[src/rtl/prog_loader_pkg.sv]
// Shared state, segment and mode definitions for the serial program loader.
package loader_pkg;

  typedef enum logic [2:0] {IDLE, FETCH, SEND, ACK, RUN, FIN, ERR} state_t;

  typedef enum logic {SEG_I = 1'b0, SEG_D = 1'b1} seg_t;

  localparam logic [1:0] MODE_IDLE = 2'b00;
  localparam logic [1:0] MODE_IMEM = 2'b01;
  localparam logic [1:0] MODE_DMEM = 2'b10;
  localparam logic [1:0] MODE_RUN  = 2'b11;

  function automatic logic [1:0] send_mode(input seg_t seg);
    return (seg == SEG_D) ? MODE_DMEM : MODE_IMEM;
  endfunction

endpackage

[src/rtl/prog_loader_frame_shifter.sv]
// LSB-first frame serialiser: owns the sclk divider and the bit counter.
module frame_shifter
  import loader_pkg::*;
#(
  parameter int FRAME_W = 13,
  parameter int CLK_DIV = 1
) (
  input  logic               clk,
  input  logic               rst_n,
  input  logic               clr,
  input  logic               load,
  input  logic [FRAME_W-1:0] frame,
  output logic               sclk,
  output logic               mosi,
  output logic               done
);

  localparam int DIV_W = (CLK_DIV > 1) ? $clog2(CLK_DIV) : 1;
  localparam int BIT_W = (FRAME_W > 1) ? $clog2(FRAME_W) : 1;
  localparam logic [DIV_W-1:0] DIV_LAST = DIV_W'(CLK_DIV - 1);
  localparam logic [BIT_W-1:0] BIT_LAST = BIT_W'(FRAME_W - 1);

  logic [FRAME_W-1:0] shreg;
  logic [DIV_W-1:0]   div_cnt;
  logic [BIT_W-1:0]   bit_cnt;
  logic               active;
  logic               tick;

  assign tick = active && (div_cnt == DIV_LAST);
  // done coincides with the edge that drops sclk after the last bit
  assign done = tick && sclk && (bit_cnt == BIT_LAST);
  assign mosi = shreg[0];

  always_ff @(posedge clk) begin
    if (!rst_n || clr) begin
      shreg   <= '0;
      div_cnt <= '0;
      bit_cnt <= '0;
      sclk    <= 1'b0;
      active  <= 1'b0;
    end else if (load) begin
      shreg   <= frame;
      div_cnt <= '0;
      bit_cnt <= '0;
      sclk    <= 1'b0;
      active  <= 1'b1;
    end else if (active) begin
      if (tick) begin
        div_cnt <= '0;
        sclk    <= ~sclk;
        if (sclk) begin
          shreg   <= shreg >> 1;
          bit_cnt <= bit_cnt + 1'b1;
          if (bit_cnt == BIT_LAST) begin
            active <= 1'b0;
          end
        end
      end else begin
        div_cnt <= div_cnt + 1'b1;
      end
    end
  end

endmodule

[src/rtl/prog_loader.sv]
// Serial program loader: streams imem then dmem words to the target, one acked frame per word,
// then starts the target and waits for it to report completion.
module prog_loader
  import loader_pkg::*;
#(
  parameter int DATA_W     = 8,
  parameter int ADDR_W     = 4,
  parameter int IMEM_DEPTH = 16,
  parameter int DMEM_DEPTH = 16,
  parameter int CLK_DIV    = 1,
  parameter int ACK_TMO    = 255
) (
  input  logic              clk,
  input  logic              rst_n,
  input  logic              start_in,
  input  logic              done_in,
  output logic              src_sel_out,
  output logic [ADDR_W-1:0] src_addr_out,
  input  logic [DATA_W-1:0] src_data_in,
  output logic              sclk_out,
  output logic              tgt_rst_n_out,
  output logic              mosi_out,
  output logic [1:0]        mode_out,
  output logic              busy_out,
  output logic              err_out
);

  localparam int FRAME_W = 1 + DATA_W + ADDR_W;
  localparam int TMO_W   = $clog2(ACK_TMO + 1);
  localparam logic [ADDR_W-1:0] I_LAST   = ADDR_W'(IMEM_DEPTH - 1);
  localparam logic [ADDR_W-1:0] D_LAST   = ADDR_W'((DMEM_DEPTH > 0) ? DMEM_DEPTH - 1 : 0);
  localparam logic [TMO_W-1:0]  TMO_LAST = TMO_W'(ACK_TMO - 1);

  state_t             state;
  seg_t               seg;
  logic [ADDR_W-1:0]  word;
  logic [TMO_W-1:0]   tmo_cnt;
  logic               done_q;
  logic               ack_edge;
  logic               abort;
  logic               last_word;
  logic               sh_load;
  logic               sh_done;
  logic [FRAME_W-1:0] frame;

  assign ack_edge     = done_in & ~done_q;
  assign abort        = ~start_in && (state != FIN) && (state != ERR);
  assign last_word    = (seg == SEG_I) ? (word == I_LAST) : (word == D_LAST);
  assign sh_load      = (state == FETCH);
  assign frame        = {1'b0, src_data_in, word};
  assign src_addr_out = word;
  assign src_sel_out  = (seg == SEG_D);

  frame_shifter #(
    .FRAME_W (FRAME_W),
    .CLK_DIV (CLK_DIV)
  ) u_shifter (
    .clk   (clk),
    .rst_n (rst_n),
    .clr   (abort),
    .load  (sh_load),
    .frame (frame),
    .sclk  (sclk_out),
    .mosi  (mosi_out),
    .done  (sh_done)
  );

  always_ff @(posedge clk) begin
    tgt_rst_n_out <= rst_n;
  end

  // Outputs are set alongside each transition so they track the state register exactly.
  always_ff @(posedge clk) begin
    if (!rst_n) begin
      state    <= IDLE;
      seg      <= SEG_I;
      word     <= '0;
      tmo_cnt  <= '0;
      done_q   <= 1'b0;
      mode_out <= MODE_IDLE;
      busy_out <= 1'b0;
      err_out  <= 1'b0;
    end else begin
      done_q <= done_in;
      if (abort) begin
        state    <= IDLE;
        seg      <= SEG_I;
        word     <= '0;
        mode_out <= MODE_IDLE;
        busy_out <= 1'b0;
      end else begin
        unique case (state)
          IDLE: begin
            if (start_in) begin
              state    <= FETCH;
              busy_out <= 1'b1;
            end
          end
          FETCH: begin
            state    <= SEND;
            mode_out <= send_mode(seg);
          end
          SEND: begin
            if (sh_done) begin
              state    <= ACK;
              mode_out <= MODE_IDLE;
              tmo_cnt  <= '0;
            end
          end
          ACK: begin
            if (ack_edge) begin
              if (!last_word) begin
                word  <= word + 1'b1;
                state <= FETCH;
              end else if (seg == SEG_I && DMEM_DEPTH > 0) begin
                seg   <= SEG_D;
                word  <= '0;
                state <= FETCH;
              end else begin
                state    <= RUN;
                mode_out <= MODE_RUN;
              end
            end else if (tmo_cnt == TMO_LAST) begin
              state    <= ERR;
              err_out  <= 1'b1;
              busy_out <= 1'b0;
            end else begin
              tmo_cnt <= tmo_cnt + 1'b1;
            end
          end
          RUN: begin
            if (ack_edge) begin
              state    <= FIN;
              mode_out <= MODE_IDLE;
              busy_out <= 1'b0;
            end
          end
          FIN, ERR: begin
            if (!start_in) begin
              state   <= IDLE;
              seg     <= SEG_I;
              word    <= '0;
              err_out <= 1'b0;
            end
          end
          default: state <= IDLE;
        endcase
      end
    end
  end

endmodule

[config.mk]
export PLATFORM = sky130hd
export DESIGN_NAME = prog_loader
export DESIGN_NICKNAME = d
export VERILOG_FILES = /design/src/rtl/prog_loader_pkg.sv /design/src/rtl/prog_loader_frame_shifter.sv /design/src/rtl/prog_loader.sv
export SDC_FILE = /design/constraint.sdc
export NUM_CORES = 1
export LEC_CHECK = 0
export BUFFER_PORTS_ARGS = -buffer_cell sky130_fd_sc_hd__buf_2
export CAP_MARGIN = 20
export CORE_ASPECT_RATIO = 0.5
export CORE_UTILIZATION = 60
export DETAILED_ROUTE_END_ITERATION = 8
export HOLD_SLACK_MARGIN = 0.06
export PLACE_DENSITY = 0.81
export SYNTH_ARGS = -nofsm -noshare
export SYNTH_HDL_FRONTEND = slang
export SYNTH_SLANG_ARGS = --single-unit
[constraint.sdc]
create_clock -name clk -period 2.9 [get_ports clk]
set_input_delay 0.29 -clock clk [delete_from_list [all_inputs] [get_ports clk]]
set_output_delay 0.29 -clock clk [all_outputs]
set_load 0.005 [all_outputs]
* Word level (Yosys, flattened, before mapping)
Index checks and enable logic that the tools add are counted.
** Storage, ports and cells
- Register bits after elaboration :: 41
- Output and inout port bits :: 12
- Word-level logic and storage cells :: 123
** Operators by class
- $add $sub $neg :: 4
- Eq/ne operators :: 23
- Mux-type cells :: 47
- Bitwise gates (word level) :: 7
- Reductions and logical operators :: 28
** Operator list (number)
- 2-to-1 mux 12 bit :: 4
- 2-to-1 mux 3 bit :: 8
- 2-to-1 mux 8 bit :: 3
- != test 2 bit, second input constant :: 10
- AND reduction 5 bit :: 4
- case mux 3 bit (6 select lines) :: 1
- 2-to-1 mux 4 bit :: 4
- case mux 8 bit (2 select lines) :: 1
- 2-to-1 mux 1 bit :: 15
- 2-to-1 mux 2 bit :: 6
- != test 3 bit, second input constant :: 4
- nonzero test 2 bit :: 5
- equality test 3 bit, second input constant :: 3
- adder 4 x 1 -> 4 bit, second input constant :: 2
- adder 8 x 1 -> 8 bit, second input constant :: 1
- equality test 4 bit, second input constant :: 2
- equality test 8 bit, second input constant :: 1
- case mux 2 bit (4 select lines) :: 1
- case mux 4 bit (2 select lines) :: 1
- AND reduction 4 bit :: 2
- equality test 3 x 2 -> 1 bit, second input constant :: 2
- inverter 1 bit :: 6
- AND reduction 3 bit :: 2
- AND reduction 6 bit :: 1
- other kinds (13) :: 20

* Depth between registers and ports, before layout
- Depth after elaboration :: 6
- Depth in mapped cells :: 7
- Mapped depth without buffers :: 6

* By module
From an unflattened synthesis, not the netlist that was laid out.
** Unflattened totals
- Cell total of the unflattened synthesis :: 270
- Area, all modules :: 2220.9 um^2
** Modules (own cells, without submodules)
- prog_loader :: instances 1, cells each 159, area each 1290.0 um^2, sequential area each 440.4 um^2
- frame_shifter :: instances 1, cells each 111, area each 930.9 um^2, sequential area each 400.4 um^2

* Least setup slack after synthesis
OpenSTA, ideal clock, no wires.
- Kind :: register to register
- Start point :: register u_shifter.div_cnt
- End point :: register tmo_cnt[5]
- Arrival :: 1.486 ns
- Required time :: 2.778 ns
- Slack :: 1.292 ns
- Cell stages (with the launch flop) :: 6
- Path through :: dfxtp_1 nand3b_2 or4_1 buf_2 a211oi_1 nor3_1
** On the way
- Cells in the longest elaborated chain, start to end :: 6
** Ends and longest elaborated chain
- from (decl) :: line prog_loader_frame_shifter.sv:24 : logic [DIV_W-1:0] div_cnt;
- from (signal assigned) :: line prog_loader_frame_shifter.sv:59 : div_cnt <= div_cnt + 1'b1;
- inverter 1 bit :: line prog_loader_frame_shifter.sv:29 : assign tick = active && (div_cnt == DIV_LAST);
- logical AND 1 bit :: line prog_loader_frame_shifter.sv:29
- logical AND 1 bit (2 in series) :: line prog_loader_frame_shifter.sv:31 : assign done = tick && sclk && (bit_cnt == BIT_LAST);
- != test 2 bit (no line)
- AND reduction 5 bit (no line)
- to (signal assigned) :: line prog_loader.sv:128 : tmo_cnt <= tmo_cnt + 1'b1;
- to (decl) :: line prog_loader.sv:37 : logic [TMO_W-1:0] tmo_cnt;
No other way between the ends.
A chain may end at the register's enable or synchronous reset.

* Worst setup path after layout
- Start point :: register state[1]
- End point :: register u_shifter.shreg[2]
** On the way
- Cells in the longest elaborated chain, start to end :: 4
- Elaborated cells between the ends (all ways) :: 11
** Ends and longest elaborated chain
- from (decl) :: line prog_loader.sv:34 : state_t state;
- from (signal assigned) :: line prog_loader.sv:75 : state <= IDLE;
- from (signal assigned) :: line prog_loader.sv:86 : state <= IDLE;
- from (signal assigned) :: line prog_loader.sv:95 : state <= FETCH;
- parallel branches: the longest is 4 deep, another holds equality test 3 x 1 -> 1 bit
- to (signal assigned) :: line prog_loader_frame_shifter.sv:42 : shreg <= frame;
- to (signal assigned) :: line prog_loader_frame_shifter.sv:52 : shreg <= shreg >> 1;
- to (decl) :: line prog_loader_frame_shifter.sv:23 : logic [FRAME_W-1:0] shreg;
Several ways; the timed one is not identified.

==> metrics.md <==
| Metric | Value |
|---|---|
| Outcome | finished clean |
| DR iter-0 viols | about 170 |
| TritonCTS Buffers | 5 |
| Final-report max-slew violation count | 0 |
| Layout area overhead | 11.9% |
| Most used DFF post-synth | dfxtp_1 |
| CP max stage delay | about 0.52 ns |
| Placer Congestion | a little over 0.8 |
| Synth top area share | 38.4% |
| TritonRoute pass-1 iters | 4 |
| Skew-Pair Late Insertion Delay | around 0.30 ns |
| Via/cell ratio | about 6.2 |
| Clk slew on worst S/H paths | 0.08 ns |
| Syn avg cell area | around 8.6 µm² |
| Min-Delay Path Class | input port to register |
| Post-DP HPWL | between 3 and 4 mm |
| Layout cell share with drive strength beyond 1 | between 15 and 20% |
| Slew margin rel. | ~49% |
| DRT antenna net count | 0 |
| Synth warn | 0 |
| Most common cell on crit path | buf_4 |
| Post-synthesis cell area | around 2100 µm² |
| Tcrit/Tclk final | 68.3% |
| WP buf/inv | 2 |
| Post-synth EDFFs | 0 |
| PostCTS Resize Cnt | 0 |
| Final min period | 1.98 ns |
| Final Setup Violations | 0 |
| CP Capture Type | register |
| Placed insts | 310 |
| Initial antenna violation count | 0 |
| Core region area | between 3000 and 4000 µm² |
| Die Area | ~3800 µm² |
| Largest cells by area after synthesis | dfxtp_1, a211oi_1, mux2i_1 |
| Clock Sink Count | 41 |
| Row cnt | 14 |
| Fin nets | ~290 |
| Fmax | 0.505 GHz |
| Final hold vios | 0 |
| Syn nets | between 200 and 300 |
| CTS H-tree depth | 2 |
| WS Path Type | register to register |
| Synth Register Bits | between 40 and 50 |
| WP data arrival | roughly 2.1 ns |
| Post-CTS Hold Buffers | 0 |
| Crit path required time | around 3 ns |
| Unrepaired setup endpoints after global routing | false |
| Number of setup buffers added after CTS | 0 |
| Largest net degree at the start of global routing | 25 |
| Post-route clock skew | slightly below 0.007 ns |
| Critical path's slowest cell | o21ai_2 |
| Layout Cells excl Fill | around 320 |
| Total grt overflow | 0 |
| Util after Layout | 75.0% |
| Avg WL per Cell | about 15 µm |
| Vias in the first global route | around 1800 |
| Post-synth ARST share | 0% |
| Die Wd | between 80 and 90 µm |
| Startpoint Class | register |
| Sequential share of the synthesized area | 38.4% |
| Largest area contributor in the netlist | dfxtp_1 |
| Gr usage total | 27.8% |
| WL final | ~4.8 mm |
| CP top delay family | compound AO/OA/AOI/OAI gates |
| First-pass GRT wire length | 8.12 mm |
| Fin Setup TNS | 0 ns |
| Initial Utilization | ~67% |
| Via count | around 2000 |
| Chip height | ~44 µm |
| Max-cap violations | 0 |
| IO Pins | 24 |
| Cell count after synthesis | about 250 |
| CTS tree | built |
| Cells along the critical path | buf_4, xor2_2, and2_1, o21ai_2, buf_4, a211oi_1 |
| Root Buffer | clkbuf_8 |
| Final Power | roughly 1.1 mW |
| VDD IR max | slightly above 0.3 mV |
| Leak pwr | about 0.87 nW |
| PD cells | roughly 470 nW/µm² |
| CP max FO | 15 |
| Worst Tran Pin Value | ~0.77 ns |
| Diode count | 0 |
| DRC violations left | 0 |
| Port bufs | 23 |
| Post-synthesis cell type count | 49 |
| Clock buffer depth | 2 |
==> synthesized netlist by cell type, types with 2 or more instances <==
| library cell | instances |
|---|---|
| dfxtp_1 | 41 |
| nand2_1 | 18 |
| nor2_1 | 18 |
| a211oi_1 | 17 |
| nor3_1 | 17 |
| a21oi_1 | 14 |
| mux2i_1 | 11 |
| nand3_1 | 10 |
| inv_1 | 9 |
| buf_2 | 8 |
| nand4_1 | 8 |
| o21ai_0 | 7 |
| nor4_1 | 6 |
| clkbuf_1 | 5 |
| ha_1 | 5 |
| nand2b_1 | 4 |
| nor2b_1 | 4 |
| a221oi_1 | 3 |
| and2_1 | 3 |
| or4_1 | 3 |
| and3_1 | 2 |
| and3b_1 | 2 |
| nand3b_1 | 2 |
| o211a_1 | 2 |
| o211ai_1 | 2 |
| o221a_2 | 2 |
| o22a_1 | 2 |
| xnor2_1 | 2 |
| xor2_1 | 2 |
==> flip-flops by register name, indices dropped and copies added (netlist names) <==
signal,cells
src_sel_out,1
u_shifter.div_cnt,1
done_q,1
u_shifter.bit_cnt,4
u_shifter.active,1
tgt_rst_n_out,1
u_shifter.shreg,12
state,3
src_addr_out,4
tmo_cnt,8
u_shifter.sclk,1
err_out,1
busy_out,1
mode_out,2
==> layout make-up <==
cell class	instances	area, µm²
clock buffers	6	72.6
multi-input cells	185	1220
inverters	9	33.8
repair buffers	27	145
fillers	252	796
flip-flops and latches	41	821
clock inverters	2	38.8
well taps	48	60.1
==> per-stage QoR <==
stage / setup WS [ns] / hold slack [ns] / instance area [µm²]
final: 0.919 / 0.229 / 2390
after global routing: 0.773 / 0.236 / 2390
after CTS: 0.924 / 0.233 / 2390
after detailed placement: 0.942 / 0.474 / 2280
after global placement: 1.03 / 0.470 / 2280
after floorplan: 1.29 / 0.318 / 2140
==> cells by family (layout without fill, tap and decap cells) <==
logic type | Yosys count | in the layout | share of synthesized area (%)
simple gates | 106 | 106 | 26.8
mux | 11 | 11 | 5.15
fa+ha+maj | 5 | 5 | 2.93
flops | 41 | 41 | 38.4
xor+xnor | 5 | 5 | 2.40
buf+inv | 23 | 44 | 4.51
compound gates | 58 | 58 | 19.8
==> layer usage <==
metal,wire length [µm],global-route usage (%)
met1,2300,37.1
met2,2150,44.9
met3,320,6.53
met4,27,10.0
met5,0,0
==> worst paths after layout <==
check,from,to,slack (ns),cells after the start
max,state[1]$_SDFFE_PP0P_,u_shifter.shreg[2]$_SDFFE_PP0P_,0.92,6
min reg2reg,u_shifter.shreg[11]$_SDFFE_PP0P_,u_shifter.shreg[11]$_SDFFE_PP0P_,0.49,2
min,done_in,done_q$_SDFF_PN0_,0.23,2
max reg2reg,state[1]$_SDFFE_PP0P_,u_shifter.shreg[2]$_SDFFE_PP0P_,0.92,6
==> cells in the final DEF (no fill, tap or decap), types with 2 or more instances in the layout <==
master and instances:
a211oi_1 17, a21oi_1 14, a221oi_1 3, and2_1 3
and3_1 2, and3b_1 2, buf_2 23, buf_4 4
clkbuf_8 5, dfxtp_1 41, ha_1 5, inv_1 9
mux2i_1 11, nand2_1 18, nand2b_1 4, nand3_1 10
nand3b_1 2, nand4_1 8, nor2_1 18, nor2b_1 4
nor3_1 17, nor4_1 6, o211a_1 2, o211ai_1 2
o21ai_0 7, o221a_2 2, o22a_1 2, or4_1 3
xnor2_1 2, xor2_1 2
==> report_power, final <==
group	internal [mW]	total (mW)	leakage [nW]	switching, mW
logic	0.0261	0.0733	0.488	0.0472
clock network	0.259	0.472	0.0554	0.213
registers	0.571	0.576	0.332	0.00532
total	0.856	1.12	0.875	0.266
Note: power is estimated with default switching activity, not from simulation.
